`src/rtl/sum_acc_pkg.sv`:
```
// ---------------------------------------------------------------------------
// sum_acc_pkg
// Shared types and constants for the sum_accumulator block.
//   acc_state_e : accumulator FSM states (IDLE, ACCUM, HOLD)
//   clog2       : constant ceiling-log2, used to size the accumulator/counter
//   DEF_*       : default IN_WIDTH / COUNT_MAX
// ---------------------------------------------------------------------------
package sum_acc_pkg;

    typedef enum logic [1:0] {
        IDLE  = 2'd0,
        ACCUM = 2'd1,
        HOLD  = 2'd2
    } acc_state_e;

    localparam int DEF_IN_WIDTH  = 27;
    localparam int DEF_COUNT_MAX = 16;

    function automatic int clog2(input int value);
        int result;
        int v;
        result = 0;
        v      = value - 1;
        while (v > 0) begin
            result = result + 1;
            v      = v >> 1;
        end
        return result;
    endfunction

endpackage

```
`src/rtl/sum_acc_counter.sv`:
```
// ---------------------------------------------------------------------------
// sum_acc_counter
// Beat counter for one accumulation block.
//   clk, rst_n : clock, async active-low reset
//   inc        : count one accepted beat
//   clr        : return to zero (wins over inc)
//   count      : beats accepted so far in the current block
//   last       : the next accepted beat completes the block
// ---------------------------------------------------------------------------
module sum_acc_counter #(
    parameter int COUNT_MAX = 16,
    parameter int CNT_WIDTH = 5
) (
    input  logic                 clk,
    input  logic                 rst_n,
    input  logic                 inc,
    input  logic                 clr,
    output logic [CNT_WIDTH-1:0] count,
    output logic                 last
);

    always_ff @(posedge clk or negedge rst_n) begin
        if (!rst_n) begin
            count <= '0;
        end else if (clr) begin
            count <= '0;
        end else if (inc) begin
            count <= count + CNT_WIDTH'(1);
        end
    end

    // The completing beat is never counted into the register; the top adds
    // it when loading out_count, so count stays below COUNT_MAX.
    assign last = (count == CNT_WIDTH'(COUNT_MAX - 1));

endmodule

```
`src/rtl/sum_accumulator.sv`:
```
// ---------------------------------------------------------------------------
// sum_accumulator
// Sums COUNT_MAX successive tree results into one wide total and presents it
// on a valid/ready port. The accumulator is wide enough that no block can
// overflow.
//
// Optional feature: define ACC_FLUSH_EN to add the flush port, which closes a
// partial block early.
//
// Ports:
//   clk, rst_n  : clock, async active-low reset
//   in_valid    : in_data carries a tree sum
//   in_data     : unsigned tree sum
//   in_ready    : a beat can be accepted (state only)
//   clear       : discard the partial block (ignored while holding a result)
//   flush       : close the partial block early (ACC_FLUSH_EN only)
//   out_valid   : out_data/out_count hold a block result
//   out_data    : block total
//   out_count   : beats summed into out_data
//   out_ready   : consumer accepts the result
//
// state | meaning
// ------+------------------------------------------------------------
// IDLE  | no beats in the current block (count = 0)
// ACCUM | 0 < count < COUNT_MAX, partial sum in acc
// HOLD  | result presented on out_*, waiting for out_ready
// ---------------------------------------------------------------------------
module sum_accumulator
    import sum_acc_pkg::*;
#(
    parameter  int IN_WIDTH  = DEF_IN_WIDTH,
    parameter  int COUNT_MAX = DEF_COUNT_MAX,
    localparam int ACC_WIDTH = IN_WIDTH + clog2(COUNT_MAX),
    localparam int CNT_WIDTH = clog2(COUNT_MAX) + 1
) (
    input  logic                 clk,
    input  logic                 rst_n,
    input  logic                 in_valid,
    input  logic [IN_WIDTH-1:0]  in_data,
    output logic                 in_ready,
    input  logic                 clear,
`ifdef ACC_FLUSH_EN
    input  logic                 flush,
`endif
    output logic                 out_valid,
    output logic [ACC_WIDTH-1:0] out_data,
    output logic [CNT_WIDTH-1:0] out_count,
    input  logic                 out_ready
);

    acc_state_e           state;
    acc_state_e           state_nxt;
    logic [ACC_WIDTH-1:0] acc;
    logic [ACC_WIDTH-1:0] beat_sum;
    logic [CNT_WIDTH-1:0] count;
    logic                 cnt_last;
    logic                 beat;
    logic                 flush_req;
    logic                 acc_clr;
    logic                 acc_add;
    logic                 cnt_inc;
    logic                 cnt_clr;
    logic                 out_load;

`ifdef ACC_FLUSH_EN
    assign flush_req = flush;
`else
    assign flush_req = 1'b0;
`endif

    assign in_ready  = (state != HOLD);
    assign out_valid = (state == HOLD);
    assign beat      = in_valid & in_ready;

    // Running total including the beat offered this cycle; this is both the
    // next accumulator value and the value captured when a block closes.
    assign beat_sum = acc + (beat ? ACC_WIDTH'(in_data) : '0);

    sum_acc_counter #(
        .COUNT_MAX (COUNT_MAX),
        .CNT_WIDTH (CNT_WIDTH)
    ) u_counter (
        .clk   (clk),
        .rst_n (rst_n),
        .inc   (cnt_inc),
        .clr   (cnt_clr),
        .count (count),
        .last  (cnt_last)
    );

    always_ff @(posedge clk or negedge rst_n) begin
        if (!rst_n) begin
            state <= IDLE;
        end else begin
            state <= state_nxt;
        end
    end

    always_comb begin
        state_nxt = state;
        acc_clr   = 1'b0;
        acc_add   = 1'b0;
        cnt_inc   = 1'b0;
        cnt_clr   = 1'b0;
        out_load  = 1'b0;
        case (state)
            IDLE, ACCUM: begin
                if (clear) begin
                    acc_clr   = 1'b1;
                    cnt_clr   = 1'b1;
                    state_nxt = IDLE;
                end else if ((beat && cnt_last) ||
                             (flush_req && (beat || (state == ACCUM)))) begin
                    // acc/count keep their values until the handshake.
                    out_load  = 1'b1;
                    state_nxt = HOLD;
                end else if (beat) begin
                    acc_add   = 1'b1;
                    cnt_inc   = 1'b1;
                    state_nxt = ACCUM;
                end
            end
            HOLD: begin
                if (out_ready) begin
                    acc_clr   = 1'b1;
                    cnt_clr   = 1'b1;
                    state_nxt = IDLE;
                end
            end
            default: begin
                acc_clr   = 1'b1;
                cnt_clr   = 1'b1;
                state_nxt = IDLE;
            end
        endcase
    end

    always_ff @(posedge clk or negedge rst_n) begin
        if (!rst_n) begin
            acc <= '0;
        end else if (acc_clr) begin
            acc <= '0;
        end else if (acc_add) begin
            acc <= beat_sum;
        end
    end

    always_ff @(posedge clk or negedge rst_n) begin
        if (!rst_n) begin
            out_data  <= '0;
            out_count <= '0;
        end else if (out_load) begin
            out_data  <= beat_sum;
            out_count <= count + CNT_WIDTH'(beat);
        end
    end

endmodule
```
`config.mk`:
```
export PLATFORM = sky130hd
export DESIGN_NAME = sum_accumulator
export DESIGN_NICKNAME = d
export VERILOG_FILES = /design/src/rtl/sum_acc_pkg.sv /design/src/rtl/sum_acc_counter.sv /design/src/rtl/sum_accumulator.sv
export SDC_FILE = /design/constraint.sdc
export NUM_CORES = 1
export LEC_CHECK = 0
export BUFFER_PORTS_ARGS = -buffer_cell sky130_fd_sc_hd__buf_2
export CORE_UTILIZATION = 44
export CTS_CLUSTER_SIZE = 20
export DETAILED_ROUTE_END_ITERATION = 8
export HOLD_SLACK_MARGIN = 0.06
export PLACE_DENSITY_LB_ADDON = 0.15
export SLEW_MARGIN = 20
export SYNTH_ARGS = -nofsm -noshare
export SYNTH_HDL_FRONTEND = slang
export SYNTH_SLANG_ARGS = --single-unit
export TNS_END_PERCENT = 1
```
`constraint.sdc`:
```
create_clock -name clk -period 8.75 [get_ports clk]
set_input_delay 0.4375 -clock clk [delete_from_list [all_inputs] [get_ports clk]]
set_output_delay 0.4375 -clock clk [all_outputs]
set_load 0.03 [all_outputs]
```
Word level (Yosys, flattened, before mapping). Index checks and enable logic that the tools add are counted.

$add $sub $neg: 3. Multiply operators: 0. Div/mod/pow operators: 0. Order comparisons: 0. Equality and inequality tests: 6. Shift operators: 0. Multiplexer cells: 20. Bitwise logic cells: 1. Reduce and logical (&&, ||, !) cells: 5.

Operator list (number): $mux 31 (2); $add 31x27->31 (1); $mux 27 (1); $mux 5 (2); $mux 1 (9); $mux 2 (4); $add 5x1->5 (1); $add 5x1->5 const B (1); $eq 5x4->1 const B (1); $ne 4x4->1 const B (1); $pmux 2 s2 (1); $eq 2x1->1 const B (1); $eq 2x2->1 const B (1); $logic_not 2->1 (1); $ne 2x1->1 const B (1); $ne 2x2->1 const B (1); $pmux 1 s2 (1); $reduce_and 2->1 (1); $reduce_bool 2->1 (1); $reduce_or 2->1 (1); $and 1x1->1 (1); $logic_and 1x1->1 (1).

Flip-flop bits (word level): 74. Latch bits: 0. RAM bits: 0. Memory bits (read-only): 0. Output and inout bits: 38. Memories kept: 0.

Logic depth before layout (Yosys ltp). Gate-level depths: netlist of run 1.

Word-level depth: 8. Mapped depth: 12. Depth with buffers taken out: 11.

Modules after synthesis. From an unflattened synthesis of run 1, not the netlist that was laid out.

Cells, all modules: 485. Area total of the unflattened synthesis: 4438.0 um^2.

By module, submodules not included: sum_accumulator (times used 1, cells an instance 462, area each 4167.7 um^2, seq. area each 1726.7 um^2); sum_acc_counter (times used 1, cells an instance 23, area each 270.3 um^2, seq. area each 125.1 um^2).

Least setup slack after synthesis of run 1. No wires, ideal clock.

Kind: reg2reg. Start: register state[0]. End: register acc[28]. Arrival time: 2.989 ns. Data required time: 8.626 ns. Path slack: 5.637 ns. Cell stages (with the launch flop): 13. Path buffers: 1. Clock period less this slack: 3.113 ns. Path through: dfrtp_1 -> nand2b_1 -> clkbuf_1 -> and3_1 -> ha_1 -> fa_1 -> a21o_1 -> a221o_1 -> o22ai_2 -> nand2_1 -> a2bb2oi_2 -> nor3_1 -> a211o_1.

Word-level cells in the longest chain between the ends: 7. Elaborated cells on any way between the ends: 17. Classes of those cells: add/sub: 1; eq/ne: 3; mux: 8; bitwise: 1; reduce/logical: 4.

Ends and longest elaborated chain: from (decl) (RTL line sum_accumulator.sv:51) `acc_state_e state;`; from (signal assigned) (RTL line sum_accumulator.sv:95) `state <= state_nxt;`; $ne 2x2->1 * (RTL line sum_accumulator.sv:71) `assign in_ready = (state != HOLD);`; named net in_ready (RTL line sum_accumulator.sv:40) `output logic in_ready,`; $and 1x1->1 * (RTL line sum_accumulator.sv:73) `assign beat = in_valid & in_ready;`; parallel branches: the longest is 5 deep, another holds $add 31x27->31; to (signal assigned) (RTL line sum_accumulator.sv:144) `acc <= beat_sum;`; to (decl) (RTL line sum_accumulator.sv:53) `logic [ACC_WIDTH-1:0] acc;`.

Mark *: on every way through the listed nets, which the timed path passes. The select of a mux whose other input is x is not followed. A chain may end at the register's enable or synchronous reset.

Worst setup path in the final report of run 1.
Start: register state[0]. End: register acc[30].

Word-level cells in the longest chain between the ends: 7. Elaborated cells on any way between the ends: 17. Classes of those cells: add/sub: 1; eq/ne: 3; mux: 8; bitwise: 1; reduce/logical: 4.

Ends and longest elaborated chain: parallel branches: the longest is 7 deep, another holds $add 31x27->31.

Parallel ways; which one is timed is not known. The select of a mux whose other input is x is not followed.

==> results_dict.tcl, run 1 <==
set metrics [dict create \
    grt_antenna_before_repair 0 \
    routabilityCongestion 0.925 \
    synthSimpleGateAreaFrac 0.195 \
    clk_pin_slew_ps 90 \
    maxCapViolCount 0 \
    ios 70 \
    crit_path_start_kind "flop" \
    rsz0062_at_grt "false" \
    synthTopCellsByArea "dfrtp_1 39%, ha_1 8.2%, nand2_1 7.6%, o21ai_0 7.0%, and3_1 4.4%" \
    max_stage_delay_ps 410 \
    hold_class "primary input to async pin" \
    leakagePower_nw 2.68 \
    first_iter_violations 157 \
    power.total_w 0.000849 \
    synthArstFlopShare 1.00 \
    rows 37 \
    synth_edf_count 0 \
    avgRoutedWirePerCell_um 15.3 \
    cts_tree "built" \
    coreArea_um2 10400 \
    start_util 0.455 \
    crit_type "flop to flop" \
    yosysTopAreaCellShare 0.392 \
    worstRegToRegCells 12 \
    grt_pass1_vias 3874 \
    cts_root_buffer "clkbuf_8" \
    yosysSeqAreaShare 0.392 \
    drv_slew 0 \
    drive_gt1_frac 0.171 \
    min_period_over_period 0.366 \
    syn_area_um2 4720 \
    grt_max_degree 75 \
    first_pass_iters 5 \
    cts_buffers 9 \
    n_antenna_cell 0 \
    die_area_um2 11100 \
    dpl.hpwl_um 8040 \
    yosysMostFrequentCell "nand2_1" \
    path_cells "nand2b_1, buf_4, and3_1, ha_1, fa_1, a21o_1, a221oi_1, nor4_1, o21bai_1, a31oi_1, o21ba_2, mux2i_1" \
    synth_mux_area_frac 0.00424 \
    crit_arrival_ps 3490 \
    synth_top_family_by_area "compound AO/OA/AOI/OAI gates" \
    clock_path_buffers 2 \
    status "completed" \
    grt.overflow.total 0 \
    synth_xor_area_frac 0.0631 \
    ys.flop_type "dfrtp_1" \
    antenna_left 0 \
    finalSetupViolCount 0 \
    die_y_um 106 \
    grt_usage 0.220 \
    worstSetupEndpointType "flop" \
    synth_cell_types 50 \
    avgViaCountPerCell 5.52 \
    clk-insertion-delay-late_ps 370 \
    ir_drop_v 0.0000694 \
    grt_pass1_wl_um 19400 \
    cts_resized 0 \
    final_nets 661 \
    cts_sinks 74 \
    syn_to_final_growth_pct 13.2 \
    die_x_um 106 \
    timing.final.crit_period_ps 3200 \
    tns_ps 0 \
    avgSynthCellArea_um2 8.52 \
    routed-via-count 4077 \
    io_buffers 69 \
    cp_top_family "compound AO/OA/AOI/OAI gates" \
    h-tree-depth 3 \
    synth-seq-cells 74 \
    ys_warn_count 0 \
    drc 0 \
    crit_required_ps 9040 \
    postSynthNetCount 618 \
    postCtsSetupBuffers 0 \
    tightest_slew_ps 1100 \
    crit_slowest_cell "fa_1" \
    clock_skew_ps 11.2 \
    drt-total-wl_um 11300 \
    holdWs_ps 208 \
    max_freq_ghz 0.312 \
    path_buf_inv 1 \
    cp.depth 12 \
    synthAdderAreaFrac 0.0864 \
    fill_cells 1036 \
    synth_top_cell_by_area "dfrtp_1" \
    crit_path_max_fanout 32 \
    hold_viol_final 0 \
    max-slew-margin-rel 0.268 \
    synth-compound-area-share 0.217 \
    synth_cells 554 \
    yosys-top-cells-count "96 x nand2_1, 74 x dfrtp_1, 66 x o21ai_0" \
    power.density_nw_per_um2 159 \
    cts_hold_buf 0 \
]
cells by family after synthesis:
group	count (synthesis)
compound gates	164
simple gates	197
fa+ha+maj	32
xor+xnor	34
flops	74
mux	2
buf+inv	51
path summary, 6_finish.rpt:
check	startpoint	to	slack, ps
max in group asynchronous	rst_n	out_data[21]	7940
min in group clk	out_ready	state[1]	290
min	rst_n	out_count[4]	210
min reg2reg	out_data[26]	out_data[26]	470
max reg2reg	state[0]	acc[30]	5550
max	state[0]	acc[30]	5550
cell usage in the layout (no fill, tap or decap), drive strengths merged, types with 3 or more instances in the layout:
cell / netlist / layout
a221oi: 3 / 3
nor2: 25 / 25
buf: 6 / 74
a211oi: 6 / 6
nand3: 10 / 10
o211ai: 5 / 5
clkbuf: 36 / 9
nor3: 5 / 5
xnor2: 13 / 13
xor2: 21 / 21
o22ai: 8 / 8
nand4: 13 / 13
o21a: 3 / 3
o21ai: 73 / 73
and3: 33 / 33
or3: 3 / 3
dfrtp: 74 / 74
nand2b: 4 / 4
a21oi: 28 / 28
nand2: 96 / 96
a31oi: 9 / 9
inv: 9 / 11
a21o: 13 / 13
ha: 31 / 31
final cells by class:
class	instances	area (µm²)	area share
clock inverters	7	101	0.0190
flip-flops and latches	74	1850	0.347
inverters	9	33.8	0.00632
well taps	136	170	0.0319
multi-input cells	429	2680	0.501
repair buffers	74	385	0.0721
clock buffers	9	124	0.0232
power by group:
| group | switching, W | total, W | leakage, nW | internal (W) |
|---|---|---|---|---|
| registers | 0.0000105 | 0.000368 | 1.02 | 0.000357 |
| clock network | 0.000145 | 0.000308 | 0.106 | 0.000163 |
| logic | 0.000110 | 0.000173 | 1.55 | 0.0000630 |
| total | 0.000266 | 0.000849 | 2.68 | 0.000583 |
sequential cells by signal, indices dropped and copies added (netlist names):
register / flops
acc: 31
state: 2
out_count: 5
out_data: 31
u_counter.count: 5
through the flow:
stage                     utilization  area [µm²]  cells  setup WS [ps]
after floorplan                     -        4720    554           5640
after global placement          0.493        5120    722           5620
after detailed placement        0.493        5120    722           5560
after CTS                       0.515        5340    738           5530
after global routing            0.515        5340    738           5280
final                           0.515        5340    738           5550
metal layers:
layer	GRT usage	wire, µm
met5	0	0
met4	0.0784	174
met3	0.0309	616
met2	0.334	5020
met1	0.319	5510
No activity file was read; power rests on OpenSTA's default activity.
==> run 2, diff against run 1 <==
clock period = 2.6 ns   (was 8.75 ns; I/O delays follow)
==> run 2 against run 1 <==
The run now ends with negative setup slack left. First-iteration DRC count rose by 29%. Clock-buffer cell count is 1 higher. Clock skew rose by 9.6 ps. Register-to-register slack lost 5800 ps. Design area is 22% higher. Non-clock buffer count rose by 93. Wire length increased by 17%. Core utilization grew 11 points. Global-route usage increased by 3.3 points. Clock power grew to 3.0 times the previous value. Cell count up 13%. Flip-flop and latch count unchanged.
==> results_dict.tcl, run 2 (synthesized netlist as in run 1, its figures left out) <==
set metrics [dict create \
    crit_type "flop to flop" \
    largestRegisters "acc (31), out_data (31)" \
    cts_tree "built" \
    rows 37 \
    die_x_um 106 \
    clock_skew_ps 20.9 \
    syn_to_final_growth_pct 37.9 \
    status "finished, violations left" \
    drt-total-wl_um 13200 \
    leakagePower_nw 3.13 \
    dpl.hpwl_um 9400 \
    crit_path_start_kind "flop" \
    first_pass_iters 5 \
    tns_ps -3650 \
    crit_required_ps 2850 \
    drive_gt1_frac 0.358 \
    place_area_um2 5800 \
    clock_path_buffers 2 \
    die_y_um 106 \
    finalSetupViolCount 28 \
    final_cell_area_um2 6510 \
    clk_pin_slew_ps 80 \
    avgViaCountPerCell 5.48 \
    ios 70 \
    layout_setup_ws_ps -239 \
    grt_usage 0.253 \
    grt_antenna_before_repair 0 \
    violations "negative setup slack" \
    first_iter_violations 202 \
    n_antenna_cell 0 \
    grt_max_degree 75 \
    start_util 0.455 \
    cts_sinks 74 \
    coreArea_um2 10400 \
    rsz0062_at_grt "true" \
    grt.overflow.total 0 \
    avgRoutedWirePerCell_um 15.9 \
    cts_root_buffer "clkbuf_8" \
    tightest_slew_ps 939 \
    grt_pass1_wl_um 22300 \
    crit_path_max_fanout 6 \
    fill_cells 906 \
    crit_arrival_ps 3090 \
    maxCapViolCount 0 \
    h-tree-depth 3 \
    power.total_w 0.00308 \
    io_buffers 69 \
    grt_pass1_vias 4612 \
    power.density_nw_per_um2 472 \
    ir_drop_v 0.000313 \
    drc 0 \
    timing.final.crit_period_ps 2840 \
    min_period_over_period 1.09 \
    routabilityCongestion 0.868 \
    max_freq_ghz 0.352 \
    final_common_cell "nand2_1" \
    die_area_um2 11100 \
    final_nets 754 \
    worstSetupEndpointType "flop" \
    regArea_um2 1850 \
    layout_common_cells "94 x nand2_1, 92 x buf_4, 74 x dfrtp_1" \
    drv_slew 0 \
    max-slew-margin-rel 0.374 \
    clk-insertion-delay-late_ps 370 \
    hold_class "primary input to flop" \
    cts_buffers 9 \
    multiInputGateArea_um2 3140 \
    routed-via-count 4558 \
    antenna_left 0 \
    hold_viol_final 0 \
]
run 2: cell count changes in the layout (fill, tap and decap cells not counted), sizes merged:
cell and delta:
inv -2, clkinv +2, clkbuf +1, bufinv -1, dlygate4sd3 +2, buf +91
run 2: power breakdown:
part | leakage, nW | internal (W) | switching (W)
Clock | 0.0925 | 0.000446 | 0.000478
Combinational | 2.03 | 0.000437 | 0.000465
Sequential | 1.02 | 0.00120 | 0.0000485
Total | 3.13 | 0.00209 | 0.000991
run 2: final timing paths:
kind | start | endpoint | slack [ps] | depth (start not counted)
hold / removal | clear | state[0] | 140 | 3
max in group asynchronous | rst_n | acc[20] | 1520 | 2
setup reg to reg | state[0] | acc[28] | -240 | 11
hold reg to reg | out_count[1] | out_count[1] | 470 | 2
setup / recovery | state[0] | acc[28] | -240 | 11
min in group asynchronous | rst_n | out_data[3] | 460 | 2
run 2: stage by stage:
| step | utilization | worst slack [ps] | hold WS [ps] | std cells |
|---|---|---|---|---|
| CTS | 0.613 | -174 | 126 | 830 |
| global route | 0.628 | -332 | 140 | 831 |
| global placement | 0.559 | -358 | 331 | 806 |
| detailed placement | 0.559 | -339 | 338 | 806 |
| finish | 0.628 | -239 | 139 | 831 |
| floorplan | - | -177 | -166 | 554 |
run 2: layout make-up:
type / count / share of cell area
clock buffer: 10 / 0.0196
multi-input combinational: 429 / 0.482
timing repair buffer: 167 / 0.173
inverter: 9 / 0.00519
sequential: 74 / 0.284
tap: 136 / 0.0261
clock inverter: 6 / 0.0104
run 2: routing by layer:
layer | global-route usage | vias to the layer above | routed length (µm)
li1 | - | 2247 | -
met1 | 0.350 | 2193 | 6330
met2 | 0.409 | 103 | 6240
met3 | 0.0353 | 15 | 466
met4 | 0.0843 | 0 | 187
met5 | 0 | - | 0
run 2: worst max-delay path, stage by stage (launching register included):
cell and delay, ps:
dfrtp_1 390, nand2b_4 180, and3_4 190, ha_4 160
fa_2 330, a21o_1 230, a221o_1 390, o22ai_4 250
nand2_2 130, a2bb2oi_4 190, nor3_2 60, a211o_1 220
run 2: timing repair:
item                                    4_1_cts  5_1_grt
hold endpoints to repair                     75        0
hold buffers                                  2        0
setup buffers                                 6        1
endpoints found under the setup margin       40       41
pin swaps                                    14       22
resized for setup                            48       34
